### src/rtl/ram_ctrl_pkg.sv
// rtl/ram_ctrl_pkg.sv - shared types and sizing helper for the SRAM request front-end
package ram_ctrl_pkg;

    localparam int W_DATA_DEF  = 8;
    localparam int DEPTH_DEF   = 256;
    localparam int W_ADDR_DEF  = $clog2(DEPTH_DEF);
    localparam int LATENCY_DEF = 1;

    typedef logic [W_ADDR_DEF-1:0] addr_t;
    typedef logic [W_DATA_DEF-1:0] data_t;

    // One slot per read that can be between issue and pop: LATENCY in the pipe plus one queued.
    function automatic int rsp_depth(input int latency);
        return latency + 1;
    endfunction

endpackage

### src/rtl/ram_req_ctrl_if.sv
// rtl/ram_req_ctrl_if.sv - request, response and SRAM port bundle for ram_req_ctrl
interface ram_req_ctrl_if
    import ram_ctrl_pkg::*;
#(
    parameter int W_DATA = W_DATA_DEF,
    parameter int W_ADDR = W_ADDR_DEF
) ();

    logic              req_valid;
    logic              req_ready;
    logic              req_write;
    logic [W_ADDR-1:0] req_addr;
    logic [W_DATA-1:0] req_wdata;
    logic              rsp_valid;
    logic              rsp_ready;
    logic [W_DATA-1:0] rsp_rdata;
    logic              ram_write_en;
    logic [W_ADDR-1:0] ram_addr;
    logic [W_DATA-1:0] ram_din;
    logic [W_DATA-1:0] ram_dout;

    modport slave (
        input  req_valid, req_write, req_addr, req_wdata, rsp_ready, ram_dout,
        output req_ready, rsp_valid, rsp_rdata, ram_write_en, ram_addr, ram_din
    );

    modport master (
        output req_valid, req_write, req_addr, req_wdata, rsp_ready, ram_dout,
        input  req_ready, rsp_valid, rsp_rdata, ram_write_en, ram_addr, ram_din
    );

endinterface

### src/rtl/ram_req_ctrl_resp_fifo.sv
// rtl/ram_req_ctrl_resp_fifo.sv - circular response buffer with occupancy counter
module resp_fifo
    import ram_ctrl_pkg::*;
#(
    parameter int W_DATA = W_DATA_DEF,
    parameter int DEPTH  = 2
) (
    input  logic              clk,
    input  logic              rst,
    input  logic              push,
    input  logic [W_DATA-1:0] din,
    input  logic              pop,
    output logic [W_DATA-1:0] dout,
    output logic              empty,
    output logic              full
);

    localparam int PW   = (DEPTH > 1) ? $clog2(DEPTH) : 1;
    localparam int CNTW = $clog2(DEPTH + 1);

    logic [W_DATA-1:0] mem_q [DEPTH];
    logic [PW-1:0]     wr_ptr_q, rd_ptr_q;
    logic [CNTW-1:0]   count_q;
    logic              wr, rd;

    // DEPTH is rarely a power of two, so pointers wrap explicitly.
    function automatic logic [PW-1:0] next_ptr(input logic [PW-1:0] p);
        return (p == PW'(DEPTH - 1)) ? '0 : p + PW'(1);
    endfunction

    assign empty = (count_q == '0);
    assign full  = (count_q == CNTW'(DEPTH));
    assign dout  = empty ? '0 : mem_q[rd_ptr_q];
    assign wr    = push && !full;
    assign rd    = pop && !empty;

    always_ff @(posedge clk) begin
        if (wr) begin
            mem_q[wr_ptr_q] <= din;
        end
    end

    always_ff @(posedge clk or posedge rst) begin
        if (rst) begin
            wr_ptr_q <= '0;
            rd_ptr_q <= '0;
            count_q  <= '0;
        end else begin
            if (wr) wr_ptr_q <= next_ptr(wr_ptr_q);
            if (rd) rd_ptr_q <= next_ptr(rd_ptr_q);
            if (wr && !rd)      count_q <= count_q + CNTW'(1);
            else if (rd && !wr) count_q <= count_q - CNTW'(1);
        end
    end

endmodule

### src/rtl/ram_req_ctrl.sv
// rtl/ram_req_ctrl.sv - credit-throttled read/write front-end for a fixed-latency SRAM
module ram_req_ctrl
    import ram_ctrl_pkg::*;
#(
    parameter int W_DATA  = W_DATA_DEF,
    parameter int DEPTH   = DEPTH_DEF,
    parameter int LATENCY = LATENCY_DEF
) (
    input  logic          clk,
    input  logic          rst,
    ram_req_ctrl_if.slave bus
);

    localparam int W_ADDR    = $clog2(DEPTH);
    localparam int RSP_DEPTH = rsp_depth(LATENCY);
    localparam int CW        = $clog2(RSP_DEPTH + 1);

    logic               accept, rd_accept, push, pop;
    logic               fifo_empty, fifo_full;
    logic [W_ADDR-1:0]  addr_w;
    logic [CW-1:0]      credits_q, credits_d;
    logic [LATENCY-1:0] vld_q, vld_d;

    assign bus.req_ready    = !rst && (credits_q != '0);
    assign accept           = bus.req_valid && bus.req_ready;
    assign rd_accept        = accept && !bus.req_write;
    assign addr_w           = bus.req_addr;
    assign bus.ram_addr     = addr_w;
    assign bus.ram_din      = bus.req_wdata;
    assign bus.ram_write_en = accept && bus.req_write;

    // The top bit of the tag pipe lines up with the cycle ram_dout carries that read's data.
    assign push          = vld_q[LATENCY-1];
    assign bus.rsp_valid = !fifo_empty;
    assign pop           = bus.rsp_valid && bus.rsp_ready;

    always_comb begin
        vld_d     = (vld_q << 1) | LATENCY'(rd_accept);
        credits_d = credits_q;
        if (rd_accept && !pop)      credits_d = credits_q - CW'(1);
        else if (pop && !rd_accept) credits_d = credits_q + CW'(1);
    end

    always_ff @(posedge clk or posedge rst) begin
        if (rst) begin
            credits_q <= CW'(RSP_DEPTH);
            vld_q     <= '0;
        end else begin
            credits_q <= credits_d;
            vld_q     <= vld_d;
        end
    end

    resp_fifo #(
        .W_DATA (W_DATA),
        .DEPTH  (RSP_DEPTH)
    ) u_resp_fifo (
        .clk   (clk),
        .rst   (rst),
        .push  (push),
        .din   (bus.ram_dout),
        .pop   (pop),
        .dout  (bus.rsp_rdata),
        .empty (fifo_empty),
        .full  (fifo_full)
    );

    a_credit_underflow: assert property (@(posedge clk) disable iff (rst)
        !(rd_accept && credits_q == '0));
    a_credit_overflow: assert property (@(posedge clk) disable iff (rst)
        !(pop && !rd_accept && credits_q == CW'(RSP_DEPTH)));
    a_credit_range: assert property (@(posedge clk) disable iff (rst)
        credits_q <= CW'(RSP_DEPTH));
    a_fifo_overflow: assert property (@(posedge clk) disable iff (rst)
        !(push && fifo_full));

endmodule

### src/flat_wrapper.sv
// flat-port wrapper written by rule: the top's interface ports become plain ports
module ram_req_ctrl_flat import ram_ctrl_pkg::*;
#(
    parameter int W_DATA  = W_DATA_DEF,
    parameter int DEPTH   = DEPTH_DEF,
    parameter int LATENCY = LATENCY_DEF
)
  (clk, rst, bus_req_valid, bus_req_write, bus_req_addr, bus_req_wdata, bus_rsp_ready, bus_ram_dout, bus_req_ready, bus_rsp_valid, bus_rsp_rdata, bus_ram_write_en, bus_ram_addr, bus_ram_din);
  ram_req_ctrl_if #(.W_DATA(W_DATA), .W_ADDR(8)) bus_i ();
  input  logic clk;
  input  logic rst;
  input wire logic [$bits(bus_i.req_valid)-1:0] bus_req_valid;
  input wire logic [$bits(bus_i.req_write)-1:0] bus_req_write;
  input wire logic [$bits(bus_i.req_addr)-1:0] bus_req_addr;
  input wire logic [$bits(bus_i.req_wdata)-1:0] bus_req_wdata;
  input wire logic [$bits(bus_i.rsp_ready)-1:0] bus_rsp_ready;
  input wire logic [$bits(bus_i.ram_dout)-1:0] bus_ram_dout;
  output wire logic [$bits(bus_i.req_ready)-1:0] bus_req_ready;
  output wire logic [$bits(bus_i.rsp_valid)-1:0] bus_rsp_valid;
  output wire logic [$bits(bus_i.rsp_rdata)-1:0] bus_rsp_rdata;
  output wire logic [$bits(bus_i.ram_write_en)-1:0] bus_ram_write_en;
  output wire logic [$bits(bus_i.ram_addr)-1:0] bus_ram_addr;
  output wire logic [$bits(bus_i.ram_din)-1:0] bus_ram_din;
  assign bus_i.req_valid = bus_req_valid;
  assign bus_i.req_write = bus_req_write;
  assign bus_i.req_addr = bus_req_addr;
  assign bus_i.req_wdata = bus_req_wdata;
  assign bus_i.rsp_ready = bus_rsp_ready;
  assign bus_i.ram_dout = bus_ram_dout;
  assign bus_req_ready = bus_i.req_ready;
  assign bus_rsp_valid = bus_i.rsp_valid;
  assign bus_rsp_rdata = bus_i.rsp_rdata;
  assign bus_ram_write_en = bus_i.ram_write_en;
  assign bus_ram_addr = bus_i.ram_addr;
  assign bus_ram_din = bus_i.ram_din;
  ram_req_ctrl #(.W_DATA(W_DATA), .DEPTH(DEPTH), .LATENCY(LATENCY)) u_core (.clk(clk), .rst(rst), .bus(bus_i));
endmodule
### config.mk
export PLATFORM = sky130hd
export DESIGN_NAME = ram_req_ctrl_flat
export DESIGN_NICKNAME = d
export VERILOG_FILES = /design/src/rtl/ram_ctrl_pkg.sv /design/src/rtl/ram_req_ctrl_if.sv /design/src/rtl/ram_req_ctrl_resp_fifo.sv /design/src/rtl/ram_req_ctrl.sv /design/src/flat_wrapper.sv
export SDC_FILE = /design/constraint.sdc
export NUM_CORES = 1
export LEC_CHECK = 0
export CORE_AREA = 3 3 55 57
export DETAILED_ROUTE_END_ITERATION = 10
export DIE_AREA = 0 0 58 60
export GPL_TIMING_DRIVEN = 0
export PLACE_DENSITY = 0.83
export SYNTH_ARGS = -nofsm -noshare
export SYNTH_HDL_FRONTEND = slang
export SYNTH_SLANG_ARGS = --single-unit
### constraint.sdc
create_clock -name clk -period 4.29 [get_ports clk]
set_input_delay 0.858 -clock clk [delete_from_list [all_inputs] [get_ports clk]]
set_output_delay 0.858 -clock clk [all_outputs]
set_load 0.05 [all_outputs]
Yosys cells after proc, flatten, opt, wreduce, memory -nomap -nowiden
Memories as Yosys holds them, arrays and structs flattened.
Index checks and enable logic that the tools add are counted.
{ "word_totals": {"ff_bits": 7, "ram_bits": 16, "in_bits": 29, "out_inout_bits": 27, "elab_cells": 45, "memories": 1} }
{ "op_classes": {"add_sub_neg": 6, "eq_ne": 1, "mux": 9, "n_reduce_logical": 23} }
{ "mem_list": {"columns": ["name", "depth", "word_bits", "rd", "rd_clocked_by_memory_dff", "wr", "line", "text"], "rows": [
  ["u_core.u_resp_fifo.mem_q", 2, 8, 1, 0, 1, "ram_req_ctrl_resp_fifo.sv:21", "logic [W_DATA-1:0] mem_q [DEPTH];"]
]} }
{ "ops": {"columns": ["cell", "n"], "rows": [
  ["1-bit logical AND", 11],
  ["1-bit logical NOT", 8],
  ["2-bit 2-to-1 mux", 4],
  ["8-bit 2-to-1 mux", 1],
  ["2-bit nonzero test", 3],
  ["2-bit by 1-bit adder with 2-bit output (second input constant)", 2],
  ["1-bit 2-to-1 mux", 4],
  ["2-bit by 1-bit subtractor with 2-bit output (second input constant)", 2],
  ["1-bit adder (second input constant)", 2],
  ["2-bit == test (second input constant)", 1],
  ["2-bit logical NOT", 1]
]} }

Longest topological paths before layout
Gate-level depths: netlist (run 1).
{ "logic_depth": {"word_depth": 8, "depth_mapped": 7, "ltp_nobuf": 7} }

Hierarchy
Synthesis (run 1) repeated with hierarchy kept, for this count alone.
{ "unflattened": {"cells_unflattened": 85, "hier_area_um2": 1078.5} }
{ "modules_own_cells": {"columns": ["module", "instances", "cells_per_inst", "area_each_um2", "seq_area_each_um2"], "rows": [
  ["resp_fifo", 1, 53, 798.3, 580.6],
  ["ram_req_ctrl", 1, 32, 280.3, 76.3]
]} }

Worst setup path after synthesis (run 1)
Ideal clock, no wire load.
{ "synth_timing": {"kind": "input to output", "start": "input rst", "end": "output bus_ram_write_en", "arrival_ps": 1786, "t_required_ps": 3432, "path_slack_ps": 1646, "cell_stages": 2, "path_buffers": 0, "path_cell_list": "o21ba_2 and3_1"} }
{ "synth_via": {"elab_chain_len": 4} }
{ "synth_lines": {"columns": ["item", "line", "text"], "rows": [
  ["start: declaration", "flat_wrapper.sv:11", "input logic rst;"],
  ["1-bit logical NOT (no line)", null, null],
  ["1-bit logical AND", "ram_req_ctrl.sv:24", "assign bus.req_ready = !rst && (credits_q != '0);"],
  ["1-bit logical AND", "ram_req_ctrl.sv:25", "assign accept = bus.req_valid && bus.req_ready;"],
  ["1-bit logical AND", "ram_req_ctrl.sv:30", "assign bus.ram_write_en = accept && bus.req_write;"],
  ["end: declaration", "flat_wrapper.sv:21", "output wire logic [$bits(bus_i.ram_write_en)-1:0] bus_ram_write_en;"]
]} }
No other way between the ends.

Final worst setup path (run 1)
Same ends and word-level chain as after synthesis.

==> results of run 1 <==
## layout make-up
class	instances	area [um^2]
plain buffers	17	125
clock buffers	3	22.5
clock inverters	1	5.00
fillers	208	1010
inverters	5	18.8
multi-input cells	37	258
flip-flops and latches	23	657
well taps	30	37.5
repair buffers	39	390
## routing by layer
layer / GRT usage / part of all wire / vias to the layer above
met4: 0.0397 / 0 / 0
met3: 0.0367 / 0.14 / 0
met1: 0.131 / 0.41 / 305
met5: 0 / 0 / -
met2: 0.194 / 0.45 / 44
li1: - / - / 340
## per-stage QoR
stage / setup slack (ps) / hold WS (ps) / power (mW)
global placement: 969 / 484 / 0.799
CTS: 949 / 523 / 0.906
finish: 957 / 514 / 0.896
floorplan: 1650 / 468 / 0.667
global route: 897 / 541 / 0.941
detailed placement: 960 / 505 / 0.812
## where the power goes
part           internal, mW  switching [mW]  total [mW]  leakage (nW)
Combinational         0.183           0.306       0.489         0.388
Clock                0.0347          0.0602      0.0949        0.0177
Sequential            0.284          0.0282       0.312         0.227
Total                 0.502           0.394       0.896         0.633
## worst register-to-register path, delay by kind of cell (launching register included)
family                   cells  cell delay [ps]
flip-flops                   1              460
XOR/XNOR                     1              170
AND/OR/NAND/NOR              1              140
adder cells (fa/ha/maj)      1              340
AO/OA/AOI/OAI                1              440
## worst max path at each step
stage / to / cells after the start
floorplan: bus_ram_write_en / 2
global placement: bus_ram_write_en / 4
detailed placement: bus_ram_write_en / 4
CTS: bus_ram_write_en / 4
global route: bus_ram_write_en / 4
finish: bus_ram_write_en / 4
## cells in the final DEF, fill, tap and decap left out
cell / instances
sky130_fd_sc_hd__buf_4: 16
sky130_fd_sc_hd__clkinv_2: 1
sky130_fd_sc_hd__o21ai_1: 1
sky130_fd_sc_hd__xor2_1: 2
sky130_fd_sc_hd__o21ba_2: 1
sky130_fd_sc_hd__o21ai_0: 1
sky130_fd_sc_hd__clkdlybuf4s50_1: 39
sky130_fd_sc_hd__nor2_1: 14
sky130_fd_sc_hd__xnor2_1: 6
sky130_fd_sc_hd__edfxtp_1: 16
sky130_fd_sc_hd__dfrtp_1: 6
sky130_fd_sc_hd__nand2_1: 1
sky130_fd_sc_hd__buf_2: 1
sky130_fd_sc_hd__and3_1: 1
sky130_fd_sc_hd__clkbuf_4: 3
sky130_fd_sc_hd__dfstp_2: 1
sky130_fd_sc_hd__inv_1: 5
sky130_fd_sc_hd__mux2i_1: 8
sky130_fd_sc_hd__ha_1: 2
## cell families after synthesis
family                   Yosys count
flip-flops                        23
buffers and inverters             22
AND/OR/NAND/NOR                   16
XOR/XNOR                           8
multiplexers                       8
AO/OA/AOI/OAI                      3
adder cells (fa/ha/maj)            2
## state kept, by name (all words and copies together), names as in the netlist
register,cells
u_core.u_resp_fifo.rd_ptr_q,1
u_core.credits_q,2
u_core.u_resp_fifo.mem_q,16
u_core.push,1
u_core.u_resp_fifo.count_q,2
u_core.u_resp_fifo.wr_ptr_q,1
==> flow_summary.rst, run 1 <==
.. list-table::
   :header-rows: 1

   * - Metric
     - Value
   * - Routability congestion estimate
     - 0.732
   * - Die Wd
     - 58 um
   * - Capturing point of the worst reg2reg path
     - u_core.credits_q[1]
   * - Power density relative to cell area
     - 592 mW/mm^2
   * - Remaining antenna violation count
     - 0
   * - Fin crit period
     - 3330 ps
   * - Final hold viol count
     - 0
   * - Wirelength per Cell
     - 12.7 um
   * - Status
     - complete, no violations
   * - Most used cell, CP
     - sky130_fd_sc_hd__clkdlybuf4s50_1
   * - Maximum count of clock buffers along a single path
     - 2
   * - Worst-Margin Slew
     - 694 ps
   * - Maximum number of pins on one net before global-route repair
     - 14
   * - Sum of buffers and inverters on the critical path
     - 2
   * - WHS Path Cells
     - 1
   * - Instance count of the mapped netlist
     - 82
   * - Worst-path maximum fanout
     - 3
   * - Critical Path Slowest Stage Cell
     - sky130_fd_sc_hd__clkdlybuf4s50_1
   * - XOR/XNOR share of the synthesized area
     - 0.0662
   * - Final instance count without filler cells
     - 155
   * - Class of the most critical setup path
     - in -> out
   * - Leakage component of the power
     - 0.633 nW
   * - Number of CTS-inserted buffers
     - 3
   * - Source of the worst hold timing path
     - u_core.u_resp_fifo.wr_ptr_q
   * - Combinational family with the most area after synthesis
     - buffers and inverters
   * - DRC viols
     - 0
   * - Total of hold buffers inserted after clock tree synthesis
     - 0
   * - Vias in the first global route
     - 637
   * - Average instance area after synthesis
     - 12.9 um^2
   * - Post-layout utilization of the core
     - 0.600
   * - Overflow after GRT
     - 0
   * - Number of max-cap violations
     - 0
   * - End point of the worst hold path
     - u_core.u_resp_fifo.wr_ptr_q
   * - Portion of the post-synthesis area used by sequential elements
     - 0.621
   * - Final cell area excluding filler cells
     - 0.00151 mm^2
   * - Placeable core region
     - 0.00252 mm^2
   * - Placed wire-length estimate
     - 1.59 mm
   * - Flops & latches, synth
     - 23
   * - Synth top cells by count
     - sky130_fd_sc_hd__buf_4 (16), sky130_fd_sc_hd__edfxtp_1 (16), sky130_fd_sc_hd__nor2_1 (14), sky130_fd_sc_hd__mux2i_1 (8)
   * - Maximum cell stage delay along the critical path
     - 800 ps
   * - Number of resized instances in the post-cts repair step
     - 0
   * - Number of nets at the end of the flow
     - 157
   * - Cell count after placement
     - 151
   * - Register-to-Register Path Depth
     - 4
   * - Critical Path Start Type
     - input port
   * - Number of H-tree levels
     - 1
   * - Syn Std Cell Area
     - 0.00106 mm^2
   * - Cell-by-cell listing of the critical path
     - clkdlybuf4s50_1 -> o21ba_2 -> and3_1 -> clkdlybuf4s50_1
   * - Post-Route Skew
     - 5.72 ps
   * - Maximum vdd ir drop
     - 0.447 mV
   * - Via count normalized by instance count
     - 4.45
   * - Router iterations before antenna repair
     - 3
   * - Clock tree root driver cell
     - sky130_fd_sc_hd__clkbuf_4
   * - Placement-stage cell area
     - 0.00149 mm^2
   * - Final setup vio count
     - 0
   * - Fraction of the mapped netlist area in compound gates
     - 0.0189
   * - Reg-to-Reg Start
     - u_core.u_resp_fifo.count_q[0]
   * - Remaining max-slew budget at the tightest pin
     - 0.536
   * - Synthesized-area fraction occupied by adder cells
     - 0.0236
   * - Antenna violations before repair
     - 0
   * - Area growth from synthesis to layout
     - 43.0%
   * - Flop-to-flop setup slack
     - 2670 ps
   * - Post-synthesis simple-gate area fraction
     - 0.0591
   * - Max Clock Freq
     - 300 MHz
   * - Number of library cell types mapped by synthesis
     - 16
   * - Overall fraction of global-route tracks in use
     - 0.112
   * - Most used flip-flop cell after synthesis
     - sky130_fd_sc_hd__edfxtp_1
   * - Setup Fix Bufs, Post-CTS
     - 0
   * - Unrepaired setup endpoints after global routing
     - no
   * - Cell type with the highest aggregate area in the netlist
     - sky130_fd_sc_hd__edfxtp_1
   * - Row Count
     - 18
   * - Diode insertion count for antenna repair
     - 0
   * - Global-route wire length before repair
     - 2.90 mm
   * - Number of nets produced by synthesis
     - 113
   * - Die footprint
     - 0.00348 mm^2
   * - Number of flops mapped to enable cells by yosys
     - 16
   * - Top-area cell type share of the netlist area
     - 0.454
   * - Iteration-0 DRC count of the detailed router
     - 4
   * - Crit path capture type
     - primary output
   * - Largest cells by area after synthesis
     - sky130_fd_sc_hd__edfxtp_1 (45%), sky130_fd_sc_hd__dfrtp_1 (14%), sky130_fd_sc_hd__buf_4 (11%)
   * - Vertical extent of the die
     - 60 um
   * - Synth warnings
     - 0
   * - Input/output buffers
     - 39
   * - IO Pins
     - 56
   * - Clock slew seen by the registers of the worst setup and hold paths
     - 110 ps
   * - Total Wirelength
     - 1.97 mm
   * - Accumulated negative setup slack
     - 0 ps
   * - Slew Viols, Final
     - 0
   * - Layout cells sized above 1
     - 0.184
   * - Required time at the worst-slack endpoint
     - 3430 ps
   * - Tcrit/Tclk final
     - 0.777
   * - TritonCTS clock tree
     - done
   * - Launch point of the critical path
     - rst
   * - Initial Utilization
     - 0.420
   * - Via Count
     - 689
   * - Sinks on the clock net
     - 23
   * - Clock latency on the worst-skew pair
     - 300 ps
   * - Crit path DAT
     - 2470 ps
   * - Proportion of synthesized flip-flops having asynchronous set or reset
     - 0.304
   * - Portion of netlist area occupied by mux cells
     - 0.0757
   * - Worst min-delay path class
     - reg -> reg
   * - Cell family with most CP delay
     - buffers and inverters
No activity file was read; power rests on OpenSTA's default activity.
==> run 2: changes to the inputs <==
CORE_AREA = 3 3 57 59   (was 3 3 55 57)
DIE_AREA = 0 0 60 62   (was 0 0 58 60)
PLACE_DENSITY = 0.78   (was 0.83)
clock period = 3.5 ns   (was 4.29 ns; I/O delays follow)
==> run 2 against run 1 <==
Sequential power grew 22%. Die area rose by 6.9%. Via count grew 5.2%. Combinational power rose by 23%. Register-to-register slack got worse by 750 ps. Wire length down 3.2%. First-iteration DRC count up 130%.
==> flow_summary.rst, run 2 (synthesized netlist as in run 1, its figures left out) <==
.. list-table::
   :header-rows: 1

   * - Metric
     - Value
   * - Status
     - complete, no violations
   * - Antenna violations before repair
     - 0
   * - Diode insertion count for antenna repair
     - 0
   * - Class of the most critical setup path
     - in -> out
   * - Clock tree root driver cell
     - sky130_fd_sc_hd__clkbuf_4
   * - Maximum vdd ir drop
     - 0.506 mV
   * - Max FFs per register
     - 16
   * - Required time at the worst-slack endpoint
     - 2800 ps
   * - Tcrit/Tclk final
     - 0.865
   * - Setup slack after placement
     - 466 ps
   * - Routed met1 length
     - 667 um
   * - Most used cell, CP
     - sky130_fd_sc_hd__clkdlybuf4s50_1
   * - Detailed route wirelength on metal2
     - 926 um
   * - Max Clock Freq
     - 330 MHz
   * - Cell internal pwr
     - 0.616 mW
   * - Placeable core region
     - 0.00276 mm^2
   * - Sequential share of power
     - 0.348
   * - Die Wd
     - 60 um
   * - Worst-case setup margin in the final layout
     - 472 ps
   * - Maximum count of clock buffers along a single path
     - 2
   * - Overall fraction of global-route tracks in use
     - 0.104
   * - Register name with the most flops
     - u_core.u_resp_fifo.mem_q
   * - Slew Viols, Final
     - 0
   * - Via count normalized by instance count
     - 4.65
   * - Flop-to-flop setup slack
     - 1920 ps
   * - Clock slew seen by the registers of the worst setup and hold paths
     - 110 ps
   * - Worst min-delay path class
     - reg -> reg
   * - Row Count
     - 19
   * - Remaining max-slew budget at the tightest pin
     - 0.554
   * - Area growth from synthesis to layout
     - 43.1%
   * - Vias in the first global route
     - 704
   * - Input/output buffers
     - 39
   * - Wire length on met3
     - 312 um
   * - Top flop regs
     - u_core.u_resp_fifo.mem_q (16), u_core.credits_q (2), u_core.u_resp_fifo.count_q (2)
   * - WHS Path Cells
     - 1
   * - Via Count
     - 725
   * - Placed wire-length estimate
     - 1.54 mm
   * - Worst-Margin Slew
     - 666 ps
   * - Global-route wire length before repair
     - 2.83 mm
   * - Reg-to-Reg Start
     - u_core.u_resp_fifo.count_q[0]
   * - Wirelength per Cell
     - 12.2 um
   * - Source of the worst hold timing path
     - u_core.u_resp_fifo.wr_ptr_q
   * - Highest signal layer in the routed design
     - met3
   * - Cell-by-cell listing of the critical path
     - clkdlybuf4s50_1 -> o21ba_2 -> and3_1 -> clkdlybuf4s50_1
   * - Vertical extent of the die
     - 62 um
   * - Number of resized instances in the post-cts repair step
     - 0
   * - Power share of the clock group
     - 0.104
   * - Critical Path Slowest Stage Cell
     - sky130_fd_sc_hd__clkdlybuf4s50_1
   * - TritonCTS clock tree
     - done
   * - Critical Path Start Type
     - input port
   * - Post-Route Skew
     - 1.89 ps
   * - Number of nets at the end of the flow
     - 157
   * - End point of the worst hold path
     - u_core.u_resp_fifo.wr_ptr_q
   * - Router iterations before antenna repair
     - 4
   * - Total of hold buffers inserted after clock tree synthesis
     - 0
   * - DRC viols
     - 0
   * - Final setup vio count
     - 0
   * - Overflow after GRT
     - 0
   * - Maximum cell stage delay along the critical path
     - 800 ps
   * - Setup Fix Bufs, Post-CTS
     - 0
   * - Clock latency on the worst-skew pair
     - 300 ps
   * - Switching power
     - 0.482 mW
   * - Sinks on the clock net
     - 23
   * - Initial Utilization
     - 0.384
   * - Worst-path maximum fanout
     - 3
   * - Maximum number of pins on one net before global-route repair
     - 14
   * - Number of H-tree levels
     - 1
   * - Crit path capture type
     - primary output
   * - Number of CTS-inserted buffers
     - 3
   * - Routability congestion estimate
     - 0.628
   * - Register-to-Register Path Depth
     - 4
   * - Sw Share
     - 0.439
   * - Total Wirelength
     - 1.91 mm
   * - Unrepaired setup endpoints after global routing
     - no
   * - Fin crit period
     - 3030 ps
   * - Accumulated negative setup slack
     - 0 ps
   * - Layout cells sized above 1
     - 0.184
   * - Combinational power share
     - 0.547
   * - Leakage component of the power
     - 0.633 nW
   * - IO Pins
     - 56
   * - Commonest cells after routing, fill and taps aside
     - sky130_fd_sc_hd__clkdlybuf4s50_1 (39), sky130_fd_sc_hd__buf_4 (16), sky130_fd_sc_hd__edfxtp_1 (16), sky130_fd_sc_hd__nor2_1 (14), sky130_fd_sc_hd__mux2i_1 (8)
   * - Most common library cell in the layout ignoring fill and taps
     - sky130_fd_sc_hd__clkdlybuf4s50_1
   * - Remaining antenna violation count
     - 0
   * - Die footprint
     - 0.00372 mm^2
   * - Crit path DAT
     - 2330 ps
   * - Power density relative to cell area
     - 725 mW/mm^2
   * - Capturing point of the worst reg2reg path
     - u_core.credits_q[1]
   * - Number of max-cap violations
     - 0
   * - Final hold viol count
     - 0
   * - Iteration-0 DRC count of the detailed router
     - 9
run 2: cell counts in the layout (fill, tap and decap cells not counted):
No cell type changed its count.
run 2: worst max-delay path by stage:
stage | to | slack [ps] | cells after the start | from
finish | bus_ram_write_en | 470 | 4 | rst
global route | bus_ram_write_en | 420 | 4 | rst
CTS | bus_ram_write_en | 450 | 4 | rst
detailed placement | bus_ram_write_en | 470 | 4 | rst
global placement | bus_ram_write_en | 500 | 4 | rst
floorplan | bus_ram_write_en | 1170 | 2 | rst
run 2: power groups by stage:
stage,clock (mW),sequential [mW],combinational [mW]
floorplan,0,0.381,0.437
global placement,0,0.385,0.594
detailed placement,0,0.388,0.607
CTS,0.119,0.382,0.609
global route,0.132,0.388,0.637
finish,0.115,0.382,0.601
run 2: final cells by class:
class / count / area (um^2)
Inverter: 5 / 18.8
Buffer: 17 / 125
Clock buffer: 3 / 22.5
Fill cell: 248 / 1240
Timing Repair Buffer: 39 / 390
Sequential cell: 23 / 657
Clock inverter: 1 / 5.00
Multi-Input combinational cell: 37 / 258
Tap cell: 31 / 38.8
run 2: stage by stage:
step / instances / area (um^2) / total power, mW / utilization / hold slack (ps)
after floorplan: 82 / 1060 / 0.818 / - / 468
after global placement: 152 / 1490 / 0.979 / 0.539 / 482
after detailed placement: 152 / 1490 / 0.995 / 0.539 / 488
after CTS: 156 / 1520 / 1.11 / 0.549 / 505
after global routing: 156 / 1520 / 1.16 / 0.549 / 517
final: 156 / 1520 / 1.10 / 0.549 / 507
run 2: worst max-delay path, delay by kind of cell:
family / cells / cell delay (ps)
AO/OA/AOI/OAI: 1 / 260
AND/OR/NAND/NOR: 1 / 160
buffers and inverters: 2 / 1210
run 2: metal layers:
| layer | up-vias | track usage |
|---|---|---|
| li1 | 342 | - |
| met1 | 332 | 0.105 |
| met2 | 51 | 0.205 |
| met3 | 0 | 0.0269 |
| met4 | 0 | 0.0380 |
| met5 | - | 0 |
